[config.mk]
export PLATFORM = sky130hd
export DESIGN_NAME = seven_seg_capture
export DESIGN_NICKNAME = d
export VERILOG_FILES = /design/src/rtl/seven_seg_capture.sv
export SDC_FILE = /design/constraint.sdc
export NUM_CORES = 1
export LEC_CHECK = 0
export CAP_MARGIN = 20
export CORE_UTILIZATION = 45
export DETAILED_ROUTE_END_ITERATION = 12
export HOLD_SLACK_MARGIN = 0.12
export PLACE_DENSITY = 0.69
export SLEW_MARGIN = 20
export SYNTH_ARGS = -nofsm -noshare
export SYNTH_HDL_FRONTEND = slang
export SYNTH_SLANG_ARGS = --single-unit
[constraint.sdc]
create_clock -name clk -period 10.1 [get_ports clk]
set_clock_uncertainty 0.1 [all_clocks]
set_input_delay 2.02 -clock clk [delete_from_list [all_inputs] [get_ports clk]]
set_output_delay 2.02 -clock clk [all_outputs]
set_load 0.02 [all_outputs]
[src/rtl/seven_seg_capture.sv]
// Readback monitor for the multiplexed 8-digit seven-segment bus: settles, decodes and
// assembles one full scan into BCD and binary, flagging bad patterns, bad selects and timeouts.
module seven_seg_capture #(
    parameter int unsigned STABLE_CYCLES = 4,
    parameter int unsigned TIMEOUT_W     = 19
) (
    input  logic        clk,
    input  logic        reset_n,
    input  logic [7:0]  digit_in,
    input  logic [6:0]  seg_in,
    output logic [7:0]  value,
    output logic [11:0] bcd,
    output logic        valid,
    output logic        seg_err,
    output logic        range_err,
    output logic        frame_err,
    output logic        timeout_err
);

    localparam int unsigned CNT_W = $clog2(STABLE_CYCLES) + 1;
    localparam logic [CNT_W-1:0]     CNT_MAX  = CNT_W'(STABLE_CYCLES - 1);
    localparam logic [CNT_W-1:0]     CNT_FIRE = CNT_W'(STABLE_CYCLES - 2);
    localparam logic [TIMEOUT_W-1:0] TMO_MAX  = '1;

    typedef enum logic [1:0] {COLLECT, COMPUTE, EMIT} state_t;

    state_t               state, state_nxt;
    logic [7:0]           dig_s1, dig_s2, dig_p;
    logic [6:0]           seg_s1, seg_s2, seg_p;
    logic [CNT_W-1:0]     cnt;
    logic                 done;
    logic                 pend;
    logic [7:0]           pend_dig;
    logic [6:0]           pend_seg;
    logic [7:0]           seen;
    logic [3:0]           slot [8];
    logic [TIMEOUT_W-1:0] tcnt;

    logic       changed_c, capture_c, evt_c, onehot_c, multi_c;
    logic [7:0] evt_dig_c;
    logic [6:0] evt_seg_c;
    logic [2:0] evt_idx_c;
    logic [3:0] evt_val_c;
    logic [9:0] sum_c;
    logic       seg_err_c, high_c, range_c;

    function automatic logic [3:0] decode(input logic [6:0] s);
        case (s)
            7'b0111111: return 4'd0;
            7'b0000110: return 4'd1;
            7'b1011011: return 4'd2;
            7'b1001111: return 4'd3;
            7'b1100110: return 4'd4;
            7'b1101101: return 4'd5;
            7'b1111101: return 4'd6;
            7'b0100111: return 4'd7;
            7'b1111111: return 4'd8;
            7'b1101111: return 4'd9;
            default:    return 4'hF;
        endcase
    endfunction

    // Two-flop synchroniser plus the previous-cycle copy used for change detection
    always_ff @(posedge clk or negedge reset_n) begin
        if (!reset_n) begin
            dig_s1 <= '0; dig_s2 <= '0; dig_p <= '0;
            seg_s1 <= '0; seg_s2 <= '0; seg_p <= '0;
        end else begin
            dig_s1 <= digit_in; dig_s2 <= dig_s1; dig_p <= dig_s2;
            seg_s1 <= seg_in;   seg_s2 <= seg_s1; seg_p <= seg_s2;
        end
    end

    assign changed_c = ({dig_s2, seg_s2} != {dig_p, seg_p});
    assign capture_c = !changed_c && (cnt == CNT_FIRE) && !done;

    // Settle counter saturates, so one dwell yields at most one capture
    always_ff @(posedge clk or negedge reset_n) begin
        if (!reset_n) begin
            cnt  <= '0;
            done <= 1'b0;
        end else if (changed_c) begin
            cnt  <= '0;
            done <= 1'b0;
        end else begin
            if (cnt != CNT_MAX) cnt <= cnt + CNT_W'(1);
            if (capture_c) done <= 1'b1;
        end
    end

    // Captures landing while the frame is being emitted wait here for COLLECT
    always_ff @(posedge clk or negedge reset_n) begin
        if (!reset_n) begin
            pend     <= 1'b0;
            pend_dig <= '0;
            pend_seg <= '0;
        end else if (capture_c && state != COLLECT) begin
            pend     <= 1'b1;
            pend_dig <= dig_p;
            pend_seg <= seg_p;
        end else if (state == COLLECT) begin
            pend <= 1'b0;
        end
    end

    always_comb begin
        evt_c     = (state == COLLECT) && (capture_c || pend);
        evt_dig_c = capture_c ? dig_p : pend_dig;
        evt_seg_c = capture_c ? seg_p : pend_seg;
        evt_val_c = decode(evt_seg_c);
        onehot_c  = (evt_dig_c != 8'd0) && ((evt_dig_c & (evt_dig_c - 8'd1)) == 8'd0);
        multi_c   = (evt_dig_c != 8'd0) && !onehot_c;
        evt_idx_c = '0;
        for (int i = 0; i < 8; i++) begin
            if (evt_dig_c[i]) evt_idx_c = 3'(i);
        end
    end

    // Slot capture, frame abandonment and the inactivity timeout
    always_ff @(posedge clk or negedge reset_n) begin
        if (!reset_n) begin
            seen        <= '0;
            tcnt        <= '0;
            frame_err   <= 1'b0;
            timeout_err <= 1'b0;
            for (int i = 0; i < 8; i++) slot[i] <= '0;
        end else begin
            frame_err   <= 1'b0;
            timeout_err <= 1'b0;
            if (evt_c) begin
                tcnt <= '0;
                if (multi_c) begin
                    seen      <= '0;
                    frame_err <= 1'b1;
                end else if (onehot_c) begin
                    seen[evt_idx_c] <= 1'b1;
                    slot[evt_idx_c] <= evt_val_c;
                end
            end else if (state == EMIT) begin
                seen <= '0;
                tcnt <= '0;
            end else if (state == COLLECT) begin
                if (seen == 8'd0) begin
                    tcnt <= '0;
                end else if (tcnt == TMO_MAX) begin
                    tcnt        <= '0;
                    seen        <= '0;
                    timeout_err <= 1'b1;
                end else begin
                    tcnt <= tcnt + TIMEOUT_W'(1);
                end
            end
        end
    end

    always_comb begin
        sum_c     = 10'(slot[2]) * 10'd100 + 10'(slot[1]) * 10'd10 + 10'(slot[0]);
        seg_err_c = 1'b0;
        high_c    = 1'b0;
        for (int i = 0; i < 8; i++) begin
            if (slot[i] == 4'hF) seg_err_c = 1'b1;
            if (i >= 3 && slot[i] != 4'd0) high_c = 1'b1;
        end
        range_c = high_c || (sum_c > 10'd255);
    end

    always_ff @(posedge clk or negedge reset_n) begin
        if (!reset_n) state <= COLLECT;
        else          state <= state_nxt;
    end

    always_comb begin
        state_nxt = state;
        case (state)
            COLLECT: if (seen == 8'hFF) state_nxt = COMPUTE;
            COMPUTE: state_nxt = EMIT;
            EMIT:    state_nxt = COLLECT;
            default: state_nxt = COLLECT;
        endcase
    end

    // Results are registered on the way into EMIT so valid and data appear together
    always_ff @(posedge clk or negedge reset_n) begin
        if (!reset_n) begin
            value     <= '0;
            bcd       <= '0;
            valid     <= 1'b0;
            seg_err   <= 1'b0;
            range_err <= 1'b0;
        end else begin
            valid <= 1'b0;
            if (state == COMPUTE) begin
                valid     <= 1'b1;
                bcd       <= {slot[2], slot[1], slot[0]};
                seg_err   <= seg_err_c;
                range_err <= range_c;
                value     <= (seg_err_c || range_c) ? 8'hFF : sum_c[7:0];
            end
        end
    end

endmodule

## Word level (Yosys, flattened, before mapping)

Index checks and enable logic that the tools add are counted.

| storage, ports and cells | value |
|---|---|
| flip-flop bits (word level) | 151 |
| bits of input ports | 17 |
| output and inout bits | 25 |
| word-level logic and storage cells | 161 |

| cells by class | value |
|---|---|
| $add $sub $neg | 5 |
| multipliers | 2 |
| $lt $le $gt $ge | 5 |
| equality and inequality tests | 28 |
| muxes and demuxes | 57 |
| bitwise gates (word level) | 4 |
| reductions and logical operators | 31 |

Operators with widths:

| operator | number |
|---|---|
| 19-bit two-way mux | 5 |
| 8-bit two-way mux | 9 |
| 7-bit equality test, second input constant | 7 |
| 4-bit one-hot mux with 10 select lines | 1 |
| 32-bit bitwise mux | 1 |
| 4-bit equality test, second input constant | 8 |
| 1-bit two-way mux | 27 |
| 3-bit two-way mux | 8 |
| 4-bit nonzero test | 5 |
| 19-bit by 1-bit adder with 19-bit output, second input constant | 1 |
| 19-bit equality test, second input constant | 1 |
| 8-bit logical NOT | 2 |
| 15-bit != test | 1 |
| 7-bit by 6-bit equality test with 1-bit output, second input constant | 2 |
| 4-bit demux with 3-bit select | 1 |
| 10-bit by 4-bit adder with 10-bit output | 1 |
| 10-bit by 8-bit adder with 10-bit output | 1 |
| 10-bit by 8-bit > comparator with 1-bit output, second input constant | 1 |
| 8-bit bitwise AND | 1 |
| 8-bit equality test, second input constant | 1 |
| 1-bit logical AND | 8 |
| 4-bit by 5-bit multiplier with 8-bit output, second input constant | 1 |
| 8-bit bitwise OR | 1 |
| 2-bit nonzero test | 4 |
| 29 further kinds | 34 |

## Depth between registers and ports, before layout

| depth | value |
|---|---|
| depth in word-level cells | 20 |
| depth in mapped cells | 12 |
| depth with buffers taken out | 12 |

## Worst setup path after synthesis

Ideal clock, no wire load.

| path | value |
|---|---|
| path kind | register to register |
| start | register slot[25] (netlist bit) |
| end | register range_err |
| library setup time | 0.159 ns |
| data arrival time | 3.380 ns |
| data required time | 9.841 ns |
| setup slack | 6.461 ns |
| stages on the path, launching flop included | 12 |
| buffers on the path | 0 |
| clock period less this slack | 3.639 ns |
| cell sequence | dfrtp_1 ha_1 ha_1 fa_1 ha_1 ha_1 a21oi_1 o21bai_1 a211oi_1 a22oi_1 a211oi_1 a31oi_1 |

| between the ends | value |
|---|---|
| longest elaborated chain between the ends | 5 |

RTL lines:

| what | RTL line | RTL |
|---|---|---|
| start, declared | 36 | `logic [3:0] slot [8];` |
| start signal, assigned by index | 137 | `slot[evt_idx_c] <= evt_val_c;` |
| 4-bit by 3-bit multiplier with 7-bit output | 157 | `sum_c = 10'(slot[2]) * 10'd100 + 10'(slot[1]) * 10'd10 + 10'(slot[0]);` |
| 10-bit by 8-bit adder with 10-bit output | 157 |  |
| 10-bit by 4-bit adder with 10-bit output | 157 |  |
| 10-bit by 8-bit > comparator with 1-bit output | 164 | `range_c = high_c \|\| (sum_c > 10'd255);` |
| 1-bit logical OR | 164 |  |
| end signal, assigned | 196 | `range_err <= range_c;` |
| end, declared | 15 | `output logic range_err,` |

Every way passes these cells.
A chain may end at the register's enable or synchronous reset.

## Worst setup path after layout

| path | value |
|---|---|
| start | register slot[25] (netlist bit) |
| end | register value[5] |

| between the ends | value |
|---|---|
| longest elaborated chain between the ends | 10 |
| elaborated cells on any way between the ends | 15 |
| those cells by class | add/sub: 2; mul: 1; order compare: 1; eq/ne: 1; mux: 8; reduce/logical: 2 |

RTL lines:

| what | RTL line | RTL |
|---|---|---|
| branches (longest 9 deep; another with 10-bit by 8-bit adder with 10-bit output) | -- |  |
| 8-bit two-way mux * | 197 | `value <= (seg_err_c \|\| range_c) ? 8'hFF : sum_c[7:0];` |
| end signal, assigned | 197 |  |
| end, declared | 11 | `output logic [7:0] value,` |

Every way passes the cells marked *.

==> results by group <==
Yosys
  – Async S/R FF share, synth: 100%
  – Commonest cells in the netlist: 151 x dfrtp_1, 59 x nor2_1, 42 x mux2_2, 40 x nand2_1, 32 x a21oi_1
  – Cell taking the most area after synthesis: dfrtp_1
  – Compound-Gate Fraction of Synth Area: 9.20%
  – Syn_nets: 698
  – Synth cell types: 60
  – Mean Syn Cell Area: 11.2 um2
  – Largest family of logic cells by synthesized area: simple AND/OR/NAND/NOR gates
  – Mapped cell area: 7250 um2
  – Most frequent cell after synthesis: dfrtp_1
  – Mapped Cells: 648
  – Ys Warns: 0
  – Post-synthesis mux area share: 11.6%
  – Seq/Total Area, Yosys: 52.1%
  – Top post-synthesis cells by area: dfrtp_1 52%, mux2_2 6.5%, ha_1 4.8%
  – EDFF count, synth: 0
  – #FFs+latches synth: 151
  – Synthesized-area fraction occupied by adder cells: 6.49%
  – Ys flop type: dfrtp_1
  – Simple-gate portion of the synthesized area: 14.6%
  – Synth top area share: 52.1%
  – XOR/XNOR share of the synthesized area: 3.50%

GRT
  – Pin count of the biggest net entering global routing: 88
  – Gr usage total: 19.3%
  – First-pass GRT wire length: 24.9 mm
  – Number of global-route vias before repair: 5,120
  – Antenna violations before repair: 0
  – Grt ovf: 0

Clock tree
  – Clk slew on worst S/H paths: 0.06 ns
  – Cts hold-fix bufs: 0
  – Clk root buf: clkbuf_16
  – Number of CTS-inserted buffers: 17
  – Clock buffer depth: 2
  – Clk sinks: 151
  – Postcts setup bufs: 0
  – H-Tree Depth: 4
  – # resized after CTS: 0
  – CTS tree: done
  – Worst-Skew Late Latency: 0.42 ns

Floorplanning
  – Top-Level Pins: 42
  – Initial Utilization: 45.8%
  – Die ar.: 16,600 um2
  – Chip height: 129 um
  – Core footprint: 15,800 um2
  – Cell row count: 46
  – Die width: 129 um

Pwr
  – P_leak: 3.89 nW
  – Final Power: 1.20 mW
  – Max IR drop VDD: 0.000126 V
  – Pwr/cell area: 143 nW/um2

Timing
  – Fmax: 246 MHz
  – RSZ-0062 raised after global routing: false
  – Final min period: 4.07 ns
  – Worst slew margin: 32.4%
  – Final WS setup: 6.03 ns
  – Final slew viol count: 0
  – Final setup TNS: 0 ns
  – Period utilization: 40.3%
  – Final setup vio count: 0
  – Fin Hold WS: 0.246 ns
  – Slew @ Worst Pin: 0.986 ns
  – Hold Vio Cnt, Final: 0

Finish
  – Ant. Diodes: 0
  – Final net count: 734
  – Fillers: 1,385
  – Layout area overhead: 15.1%
  – Final Cell Area: 8340 um2
  – Layout cells sized above 1: 11.2%

Setup path
  – Slowest stage cell, crit path: a211oi_1
  – Critical path peak fanout: 9
  – Crit path arrival time: 4.21 ns
  – CP top delay family: compound AO/OA/AOI/OAI gates
  – WP data required: 10.24 ns
  – CP Buf/Inv Count: 0
  – Critical Path Start Type: flip-flop
  – Critical Path Sink Type: flip-flop
  – Most frequent CP cell: ha_1
  – CP Cell Sequence: ha_1 > ha_1 > fa_1 > ha_1 > ha_1 > a21oi_1 > o21bai_1 > a211oi_1 > a22oi_1 > a211oi_1 > a31oi_1
  – Kind of critical path: reg -> reg
  – Peak per-stage delay on the critical path: 0.80 ns

Run status
  – Status: finished clean

Route
  – Drt wl/cell: 15.7 um
  – Antenna-violating nets left: 0
  – DRT iter0 DRCs: 353
  – Post-route DRC: 0
  – TritonRoute pass-1 iters: 4
  – WL final: 14.3 mm
  – Via density: 5.54
  – DR vias: 5,050

Hold path
  – HP Class: reg -> reg

Place
  – HPWL Detailed: 10.1 mm
  – Port Buffers: 41
  – Post-DP Area: 7840 um2
  – Final weighted congestion in routability-driven placement: 0.881
  – Pre-CTS setup slack: 6.03 ns

Job
  – Maxcap violations: 0
## layer usage
layer  up-vias  wire length [um]  global-route usage [%]
met4         0               194                    7.89
met3        18               418                    4.24
met1      2527              6280                    23.9
met2        92              7380                    32.7
li1       2413                 -                       -
met5         -                 0                       0
## cells in the final DEF, fill, tap and decap left out, types with 4 or more instances in the layout
cell,count
nand3_1,15
o21ai_1,4
a31oi_1,12
a211oi_1,7
clkinv_2,5
o21a_1,4
o31ai_1,5
ha_1,28
nor2b_1,7
nor4_1,20
nor3_1,15
nand4_1,18
clkbuf_16,17
inv_1,19
mux2_1,20
dfrtp_1,151
fa_1,5
nand2_1,40
and2_1,4
a21o_1,8
and3_1,6
xor2_1,22
a21oi_1,32
nor2_1,57
or3_1,6
clkbuf_1,6
mux2_2,42
xnor2_1,7
clkdlybuf4s50_1,40
o21ai_0,18
mux2i_1,14
## final timing paths
path / from / endpoint / slack, ns / cells after the start
max reg2reg: slot[25] / value[5] / 6.03 / 11
min reg2reg: seg_s1[3] / seg_s2[3] / 0.25 / 0
max: slot[25] / value[5] / 6.03 / 11
min in group asynchronous: reset_n / value[5] / 1.57 / 1
min: seg_s1[3] / seg_s2[3] / 0.25 / 0
max in group asynchronous: reset_n / slot[25] / 7.01 / 2
## sequential cells by signal, summed over array words and instances, names as in the netlist, 8 cells and up
name / count
pend_dig: 8
slot: 32
dig_s2: 8
tcnt: 19
seen: 8
value: 8
bcd: 12
dig_p: 8
dig_s1: 8
## kinds of logic (layout without fill, tap and decap cells)
group,Yosys count,after routing
AOI/OAI and AO/OA,105,105
buffers and inverters,45,92
xor gates and xnor gates,29,29
DFF,151,151
muxes,76,76
adders and majority gates,35,35
and+or+nand+nor,207,207
## cell type report
type	count	area, um2	area share, %
Multi-Input combinational cell	452	3290	39.5
Sequential cell	151	3780	45.3
Inverter	19	71.3	0.855
Timing Repair Buffer	43	427	5.12
Clock inverter	5	25.0	0.300
Clock buffer	25	475	5.70
Tap cell	216	270	3.24
## report_power, final
group	switching [mW]	total, mW	internal, mW
sequential	0.00895	0.624	0.615
clock	0.222	0.543	0.322
combinational	0.0176	0.0281	0.0105
total	0.248	1.20	0.947
## worst register-to-register path, stage by stage (launching register included)
cell and delay, ns:
dfrtp_1 0.44, ha_1 0.32, ha_1 0.22, fa_1 0.43, ha_1 0.29, ha_1 0.34, a21oi_1 0.25, o21bai_1 0.10
a211oi_1 0.33, a22oi_1 0.11, a211oi_1 0.80, a31oi_1 0.17
## stage by stage
stage	instances	util (%)
4_1_cts	911	52.7
5_1_grt	911	52.7
3_5_place_dp	881	49.5
6_report	911	52.7
2_1_floorplan	648	-
3_3_place_gp	881	49.5
No activity file was read; power rests on OpenSTA's default activity.
